## src/rtl/control_unit_pipe.sv

```systemverilog
// Decode/execute/memory control for a 5-stage RV32 pipeline: opcode decode,
// D->E and E->M control registers, branch resolve and a cache-wait FSM.
module control_unit_pipe #(
  parameter bit EN_MEXT   = 1'b0,
  parameter bit EN_FULLBR = 1'b1,
  parameter int ALUC_W    = 4
) (
  input  logic              clk,
  input  logic              rst,
  input  logic [6:0]        op,
  input  logic [2:0]        funct3,
  input  logic [6:0]        funct7,
  input  logic              valid_d,
  input  logic              stall_d,
  input  logic              flush_e,
  input  logic              zero_e,
  input  logic              lt_e,
  input  logic              ltu_e,
  input  logic              mem_ready,
  output logic [1:0]        ImmSrcD,
  output logic              illegal_d,
  output logic              RegWriteE,
  output logic              MemWriteE,
  output logic              ALUSrcE,
  output logic              BranchE,
  output logic              JumpE,
  output logic [1:0]        ResultSrcE,
  output logic [ALUC_W-1:0] ALUControlE,
  output logic              PCSrcE,
  output logic              RegWriteM,
  output logic              MemWriteM,
  output logic [1:0]        ResultSrcM,
  output logic              mem_req,
  output logic              stall_mem
);

  localparam logic [6:0] OP_LOAD = 7'b0000011, OP_STORE = 7'b0100011,
                         OP_R    = 7'b0110011, OP_I     = 7'b0010011,
                         OP_BR   = 7'b1100011, OP_JAL   = 7'b1101111;

  localparam logic [ALUC_W-1:0] A_ADD = ALUC_W'(4'd0), A_SUB = ALUC_W'(4'd1),
    A_AND = ALUC_W'(4'd2), A_OR  = ALUC_W'(4'd3), A_XOR = ALUC_W'(4'd4),
    A_SLT = ALUC_W'(4'd5), A_SLL = ALUC_W'(4'd6), A_SRL = ALUC_W'(4'd7),
    A_SRA = ALUC_W'(4'd8), A_SLTU = ALUC_W'(4'd9), A_MUL = ALUC_W'(4'd10);

  typedef struct packed {
    logic              reg_write;
    logic              mem_write;
    logic              alu_src;
    logic              branch;
    logic              jump;
    logic [1:0]        result_src;
    logic [ALUC_W-1:0] alu_ctrl;
    logic [2:0]        funct3;
  } ectrl_t;

  typedef struct packed {
    logic       reg_write;
    logic       mem_write;
    logic [1:0] result_src;
  } mctrl_t;

  typedef enum logic {IDLE, WAIT} mstate_t;

  ectrl_t  dec, e_in, e_q;
  mctrl_t  m_q;
  mstate_t st, st_nxt;
  logic [1:0] imm, aluop;
  logic       bad, cond;

  // Decode; an undecodable instruction collapses to all-zero controls.
  always_comb begin
    dec   = '0;
    imm   = 2'b00;
    aluop = 2'b00;
    bad   = 1'b0;
    case (op)
      OP_LOAD:  begin dec.reg_write = 1'b1; dec.alu_src = 1'b1; dec.result_src = 2'b01; end
      OP_STORE: begin dec.mem_write = 1'b1; dec.alu_src = 1'b1; imm = 2'b01; end
      OP_R: begin
        dec.reg_write = 1'b1; aluop = 2'b10;
        if (funct7 == 7'b0000001) bad = !(EN_MEXT && funct3 == 3'b000);
      end
      OP_I:     begin dec.reg_write = 1'b1; dec.alu_src = 1'b1; aluop = 2'b10; end
      OP_BR: begin
        dec.branch = 1'b1; imm = 2'b10; aluop = 2'b01;
        bad = EN_FULLBR ? (funct3[2:1] == 2'b01) : (funct3 != 3'b000);
      end
      OP_JAL: begin dec.reg_write = 1'b1; dec.jump = 1'b1; imm = 2'b11; dec.result_src = 2'b10; end
      default: bad = 1'b1;
    endcase
    case (aluop)
      2'b01: dec.alu_ctrl = A_SUB;
      2'b10: begin
        case (funct3)
          3'b000: begin
            if (op == OP_R && funct7 == 7'b0100000)      dec.alu_ctrl = A_SUB;
            else if (op == OP_R && funct7 == 7'b0000001) dec.alu_ctrl = A_MUL;
            else                                         dec.alu_ctrl = A_ADD;
          end
          3'b001:  dec.alu_ctrl = A_SLL;
          3'b010:  dec.alu_ctrl = A_SLT;
          3'b011:  dec.alu_ctrl = A_SLTU;
          3'b100:  dec.alu_ctrl = A_XOR;
          3'b101:  dec.alu_ctrl = funct7[5] ? A_SRA : A_SRL;
          3'b110:  dec.alu_ctrl = A_OR;
          default: dec.alu_ctrl = A_AND;
        endcase
      end
      default: dec.alu_ctrl = A_ADD;
    endcase
    dec.funct3 = funct3;
    if (bad) begin
      dec = '0;
      imm = 2'b00;
    end
  end

  assign ImmSrcD   = imm;
  assign illegal_d = valid_d & bad;
  assign e_in      = (valid_d && !bad) ? dec : '0;

  always_comb begin
    cond = 1'b0;
    case (e_q.funct3)
      3'b000:  cond = zero_e;
      3'b001:  cond = EN_FULLBR & ~zero_e;
      3'b100:  cond = EN_FULLBR & lt_e;
      3'b101:  cond = EN_FULLBR & ~lt_e;
      3'b110:  cond = EN_FULLBR & ltu_e;
      3'b111:  cond = EN_FULLBR & ~ltu_e;
      default: cond = 1'b0;
    endcase
  end

  assign PCSrcE = ((e_q.branch & cond) | e_q.jump) & ~stall_mem;

  // A cache wait freezes everything; a taken redirect squashes whatever decode offers.
  always_ff @(posedge clk) begin
    if (rst)                    e_q <= '0;
    else if (stall_mem)         e_q <= e_q;
    else if (flush_e || PCSrcE) e_q <= '0;
    else if (!stall_d)          e_q <= e_in;
  end

  always_ff @(posedge clk) begin
    if (rst)             m_q <= '0;
    else if (!stall_mem) m_q <= '{e_q.reg_write, e_q.mem_write, e_q.result_src};
  end

  always_ff @(posedge clk) begin
    if (rst) st <= IDLE;
    else     st <= st_nxt;
  end

  always_comb begin
    st_nxt    = st;
    mem_req   = (st == WAIT) | m_q.mem_write | (m_q.result_src == 2'b01);
    stall_mem = mem_req & ~mem_ready;
    case (st)
      IDLE:    if (mem_req && !mem_ready) st_nxt = WAIT;
      WAIT:    if (mem_ready) st_nxt = IDLE;
      default: st_nxt = IDLE;
    endcase
  end

  assign RegWriteE   = e_q.reg_write;
  assign MemWriteE   = e_q.mem_write;
  assign ALUSrcE     = e_q.alu_src;
  assign BranchE     = e_q.branch;
  assign JumpE       = e_q.jump;
  assign ResultSrcE  = e_q.result_src;
  assign ALUControlE = e_q.alu_ctrl;
  assign RegWriteM   = m_q.reg_write;
  assign MemWriteM   = m_q.mem_write;
  assign ResultSrcM  = m_q.result_src;

endmodule

```

## config.mk

```make
export PLATFORM = sky130hd
export DESIGN_NAME = control_unit_pipe
export DESIGN_NICKNAME = d
export VERILOG_FILES = /design/src/rtl/control_unit_pipe.sv
export SDC_FILE = /design/constraint.sdc
export NUM_CORES = 1
export LEC_CHECK = 0
export ABC_AREA = 1
export CORE_MARGIN = 2
export CORE_UTILIZATION = 60
export DETAILED_ROUTE_END_ITERATION = 10
export DONT_BUFFER_PORTS = 1
export PLACE_DENSITY = 0.84
export SYNTH_ARGS = -nofsm -noshare
export SYNTH_HDL_FRONTEND = slang
export SYNTH_SLANG_ARGS = --single-unit
```

## constraint.sdc

```tcl
create_clock -name clk -period 1.9 [get_ports clk]
set_clock_uncertainty 0.1 [all_clocks]
set_input_delay 0.19 -clock clk [delete_from_list [all_inputs] [get_ports clk]]
set_output_delay 0.19 -clock clk [all_outputs]
set_load 0.005 [all_outputs]
```

==> results of run 1 <==
logic make-up (layout without fill, tap and decap cells):
logic type,after synthesis,count (layout),share of synthesized area [%]
simple gates,111,111,37.8
fa+ha+maj,2,2,1.89
buf+inv,46,45,16.6
flops,19,19,28.8
compound gates,34,34,15.0
sequential cells by signal, summed over array words and instances, names as in the netlist:
register	count
ResultSrcE	2
RegWriteM	1
ALUControlE	4
MemWriteM	1
RegWriteE	1
MemWriteE	1
e_q	3
JumpE	1
ResultSrcM	2
ALUSrcE	1
st	1
BranchE	1
area by class of cell:
cell class	instances	area, um^2	share of cell area [%]
repair buffers	6	57.6	4.20
clock buffers	4	26.3	1.92
multi-input cells	147	734	53.6
inverters	35	139	10.1
well taps	27	33.8	2.46
flip-flops and latches	19	380	27.7
repair_timing:
action | in CTS | in global routing
gates resized for setup | 0 | 2
hold buffers | 5 | 0
endpoints found under the hold margin | 7 | 0
setup endpoints to repair | 0 | 10
cells in the final DEF (no fill, tap or decap):
cell type,instances
clkbuf_1,1
nor2_4,1
inv_8,1
nand3b_1,1
nand2_2,7
nand2_1,46
a41oi_2,1
nand3_1,8
a31oi_1,2
ha_1,2
nand3_2,3
a21oi_1,20
dfxtp_1,19
a211oi_1,1
nand4_1,4
inv_2,5
o21ai_0,7
nand2_4,1
clkbuf_4,3
nor2_2,2
buf_4,1
nor3_1,2
inv_1,29
dlygate4sd3_1,5
o21ai_1,1
nor2_1,34
a31oi_4,1
a21o_1,1
or2_1,2
worst min path at each step:
stage | startpoint | to | slack, ps
after floorplan | rst | JumpE | 160
after global placement | rst | ResultSrcE[1] | 160
after detailed placement | rst | JumpE | 160
after CTS | valid_d | MemWriteE | 20
after global routing | valid_d | MemWriteE | 50
final | valid_d | MemWriteE | 30
stage by stage:
step           util [%]  setup slack (ps)
3_3_place_gp       63.4               225
3_5_place_dp       63.4               156
2_1_floorplan         -               401
4_1_cts            67.2               137
5_1_grt            67.8              58.0
6_report           67.8               230
report_power, final:
group / total [W] / internal [W] / switching, W / leakage, nW
logic: 0.000250 / 0.0000892 / 0.000161 / 0.471
registers: 0.000470 / 0.000439 / 0.0000308 / 0.155
clock network: 0.000204 / 0.0000820 / 0.000122 / 0.0150
total: 0.000924 / 0.000610 / 0.000314 / 0.642
critical path, stage by stage, from the launching register on:
cell and delay [ps]:
dfxtp_1 400, inv_2 60, nand2_1 70, nand3_1 60, nand3_1 80, nand2_1 50
nand2_1 80, nand2_1 70, nand2_2 120, nand2_2 100, nor2_2 210, a21oi_1 130
nor2_1 100
layer usage:
layer / vias up / global-route usage (%)
met5: - / 0
met3: 7 / 7.02
met4: 0 / 8.11
met2: 42 / 37.9
li1: 658 / -
met1: 560 / 27.8
==> results.ini, run 1 <==
[status]
status=finished clean

[final_layout]
fill_cells=187
layoutNonFillerInstCount=238
areaGrowthSynthToFinish_pct=3.79
stdcell_area_um2=1370
antenna_cells=0
nets=240
layout-drive-gt1-share_pct=12.3

[min_path]
hold_path_depth=4
hold_class=in2reg

[drt]
wl_per_cell_um=11.8
vias_per_cell=5.32
drc=0
wl_met3_um=200
wl_met1_mm=1.24
first_iter_violations=31
finalWirelength_mm=2.81
ant_nets=0
met2WireLength_mm=1.32
top_layer_used=met4
via_count=1267
firstDrtPassIters=4

[yosys]
syn_inst=212
seq_area_frac_synth_pct=28.8
synthDistinctLibCells=29
synth_top_area_share_pct=28.8
synth-edff-count=0
yosys_warnings=0
synth_area_per_cell_um2=6.23
async_reset_ff_share_pct=0
synthesis.area_um2=1320
synthTopCellsByCount=nand2_1 (46), nor2_1 (34), inv_1 (29), a21oi_1 (20), dfxtp_1 (19)
ys.flop_type=dfxtp_1
yosysMostFrequentCell=nand2_1
yosys-top-cells-area=dfxtp_1 (29%), nand2_1 (13%), nor2_1 (9.7%), inv_1 (8.2%), a21oi_1 (7.6%)
syn-num-nets=240
ys_ff_latch=19
synth_top_area_cell=dfxtp_1

[worst_setup_path]
cp-end-kind=flop
required_ps=2040
critPathCapture=ResultSrcE[0]
crit_type=reg2reg
startpoint=e_q[2]
arrival_ps=1810
timing.rr.start=e_q[2]
cp-start-kind=flop
worst_r2r_path_depth=12
rr_endpoint=ResultSrcE[0]
cp_max_fo=6
reg2reg_slack_ps=230

[timing]
worst_pin_slew_ps=436
hold_viol_final=0
min_period_over_period_pct=87.9
hold_slack_ps=31.5
slew_violations=0
slew_headroom_pct=70.9
fmaxAchievable_ghz=0.599
setup_viol=0
final.setup.tns_ps=0
period_needed_ps=1670
rsz0062_at_grt=false

[grt]
track_usage_pct=22.9
grt.overflow.total=0
grt_pass1_wl_mm=4.62
grt_max_degree=22
antenna_found_initial=0
first_global_vias=1152

[clocking]
cts.clk_slew.worst_paths_ps=100
clockBufferDepth=2
htree_levels=1
cts_inserted_buffers=3
post_cts_buffers=0
cts_num_sinks=19
cts-root-buf=clkbuf_4
clock_latency_ps=300
cts_tree=yes

[pwr]
total_power_w=0.000924
p_per_area_nw_per_um2=674
p_leak_nw=0.642
irDropWorstVdd_v=0.000576

[run]
maxCapViolCount=0

[placed_design]
dp_cells=229
place_area_um2=1280
numPortBuffers=0
gp_routability_congestion=0.786
hpwl_mm=2.18

[floorplanning]
die_area_um2=2590
io_pins=47
core_um2=2020
start_util_pct=65.3
die_w_um=50.9
row_count=16
die_height_um=50.9

No activity file was read; power rests on OpenSTA's default activity.
==> run 2, diff against run 1 <==
Settings changed: GPL_TIMING_DRIVEN set to 0, TNS_END_PERCENT set to 20.
==> run 2 against run 1 <==
Net effect: largest power group unchanged; largest cell class unchanged; via count decreased by 0.24%; sequential power about the same; critical endpoint is now e_q[2]; non-clock buffer count increased by 8; power increased by 2.7%; flip-flop and latch count unchanged; sequential share of layout area decreased by 0.81 points.
==> results.ini, run 2 (synthesis results as in run 1) <==
[status]
status=finished clean

[pwr]
p_comb_share_pct=29.3
irDropWorstVdd_v=0.000574
p_leak_nw=0.679
p_sw_w=0.000323
p_int_w=0.000626
p_seq_share_pct=49.4
switching_share_pct=34.0
pwr-share-clk_pct=21.2
p_per_area_nw_per_um2=672

[worst_setup_path]
required_ps=1990
cp-end-kind=flop
path_common_cell=nand2_2
crit_buf_inv=2
rr_endpoint=e_q[2]
crit_chain=nand2_2, a31oi_4, inv_8, nand2_2, nand3_2, nand2_2, buf_6, nand2_1, nand2_1, nor2_1
worst_r2r_path_depth=10
cp_max_fo=10
arrival_ps=1830
reg2reg_slack_ps=160
critPathTopFamily=simple AND/OR/NAND/NOR gates
slowest_stage=dfxtp_1
timing.rr.start=ResultSrcM[0]
cp_slowest_stage_delay_ps=410
cp-start-kind=flop
crit_type=reg2reg
cp.depth=10

[clocking]
post_cts_buffers=0
cts.clk_slew.worst_paths_ps=110
cts-root-buf=clkbuf_4
clock_latency_ps=300
cts_tree=yes
cts_hold_buf=3
cts_num_sinks=19
clockBufferDepth=2
cts_inserted_buffers=3
cts.repair.resized=0
htree_levels=1

[final_layout]
layout-drive-gt1-share_pct=15.5
mostFrequentLayoutCell=nand2_1
nets=248
final_util_pct=69.9
areaGrowthSynthToFinish_pct=6.91
largest_register_ffs=4
layoutNonFillerInstCount=246
layout_common_cells=nand2_1 (46), nor2_1 (34), inv_1 (29)
antenna_cells=0

[timing]
rsz0062_at_grt=false
worst_pin_slew_ps=470
fmaxAchievable_ghz=0.574
setup_viol=0
hold_viol_final=0
slew_headroom_pct=68.2
min_period_over_period_pct=91.7
slew_violations=0
period_needed_ps=1740
final.setup.tns_ps=0

[drt]
firstDrtPassIters=4
vias_per_cell=5.14
drc=0
via_count=1264
first_iter_violations=38
ant_nets=0
finalWirelength_mm=2.79
wl_per_cell_um=11.3

[floorplanning]
io_pins=47
core_um2=2020
die_area_um2=2590
die_height_um=50.9
start_util_pct=65.3
die_w_um=50.9
row_count=16

[placed_design]
numPortBuffers=0
gp_routability_congestion=0.782
hpwl_mm=2.24
dp_cells=239

[min_path]
worstHoldStart=valid_d
holdPathEnd=MemWriteE
hold_path_depth=4
hold_class=in2reg

[run]
maxCapViolCount=0

[grt]
first_global_vias=1163
grt.overflow.total=0
track_usage_pct=22.6
antenna_found_initial=0
grt_max_degree=12
grt_pass1_wl_mm=4.63

run 2: cell types whose count changed in the layout (fill, tap and decap cells not counted), sizes merged:
| cell | previous run | this run |
|---|---|---|
| buf | 1 | 9 |
| clkbuf | 4 | 5 |
| clkinv | 0 | 1 |
| dlygate4sd3 | 5 | 3 |
run 2: tightest hold or removal path, delay by kind of cell:
family,cells,cell delay (ps)
simple gates,4,190
run 2: metal layers:
| layer | global-route usage [%] | wire (um) |
|---|---|---|
| met1 | 29.6 | 1210 |
| met2 | 39.4 | 1340 |
| met3 | 4.68 | 223 |
| met4 | 2.70 | 8 |
| met5 | 0 | 0 |
run 2: power groups by stage:
stage               registers (W)  clock network (W)  logic [W]
floorplan                0.000471                  0   0.000228
global placement         0.000476                  0   0.000259
detailed placement       0.000479                  0   0.000270
CTS                      0.000470           0.000205   0.000278
global route             0.000473           0.000229   0.000318
finish                   0.000469           0.000201   0.000278
run 2: final cells by class:
cell class,count,area (um^2)
Tap cell,27,33.8
Clock inverter,1,5.00
Buffer,11,80.1
Sequential cell,19,380
Multi-Input combinational cell,147,722
Inverter,35,139
Timing Repair Buffer,3,30.0
Clock buffer,3,22.5
Fill cell,175,609
run 2: through the flow:
stage	total power, W	setup WS (ps)	hold slack, ps	cell area [um^2]
3_3_place_gp	0.000736	248	161	1360
6_report	0.000949	159	11.4	1410
2_1_floorplan	0.000699	401	159	1320
3_5_place_dp	0.000749	201	164	1360
4_1_cts	0.000953	168	5.48	1410
5_1_grt	0.00102	24.4	38.5	1410
run 2: worst max-delay path by stage:
| stage | from | end | slack (ps) |
|---|---|---|---|
| final | ResultSrcM[0] | e_q[2] | 160 |
| after global routing | ResultSrcM[0] | BranchE | 20 |
| after CTS | ResultSrcM[0] | e_q[2] | 170 |
| after detailed placement | ResultSrcM[0] | e_q[2] | 200 |
| after global placement | ResultSrcM[0] | e_q[0] | 250 |
| after floorplan | MemWriteM | e_q[2] | 400 |
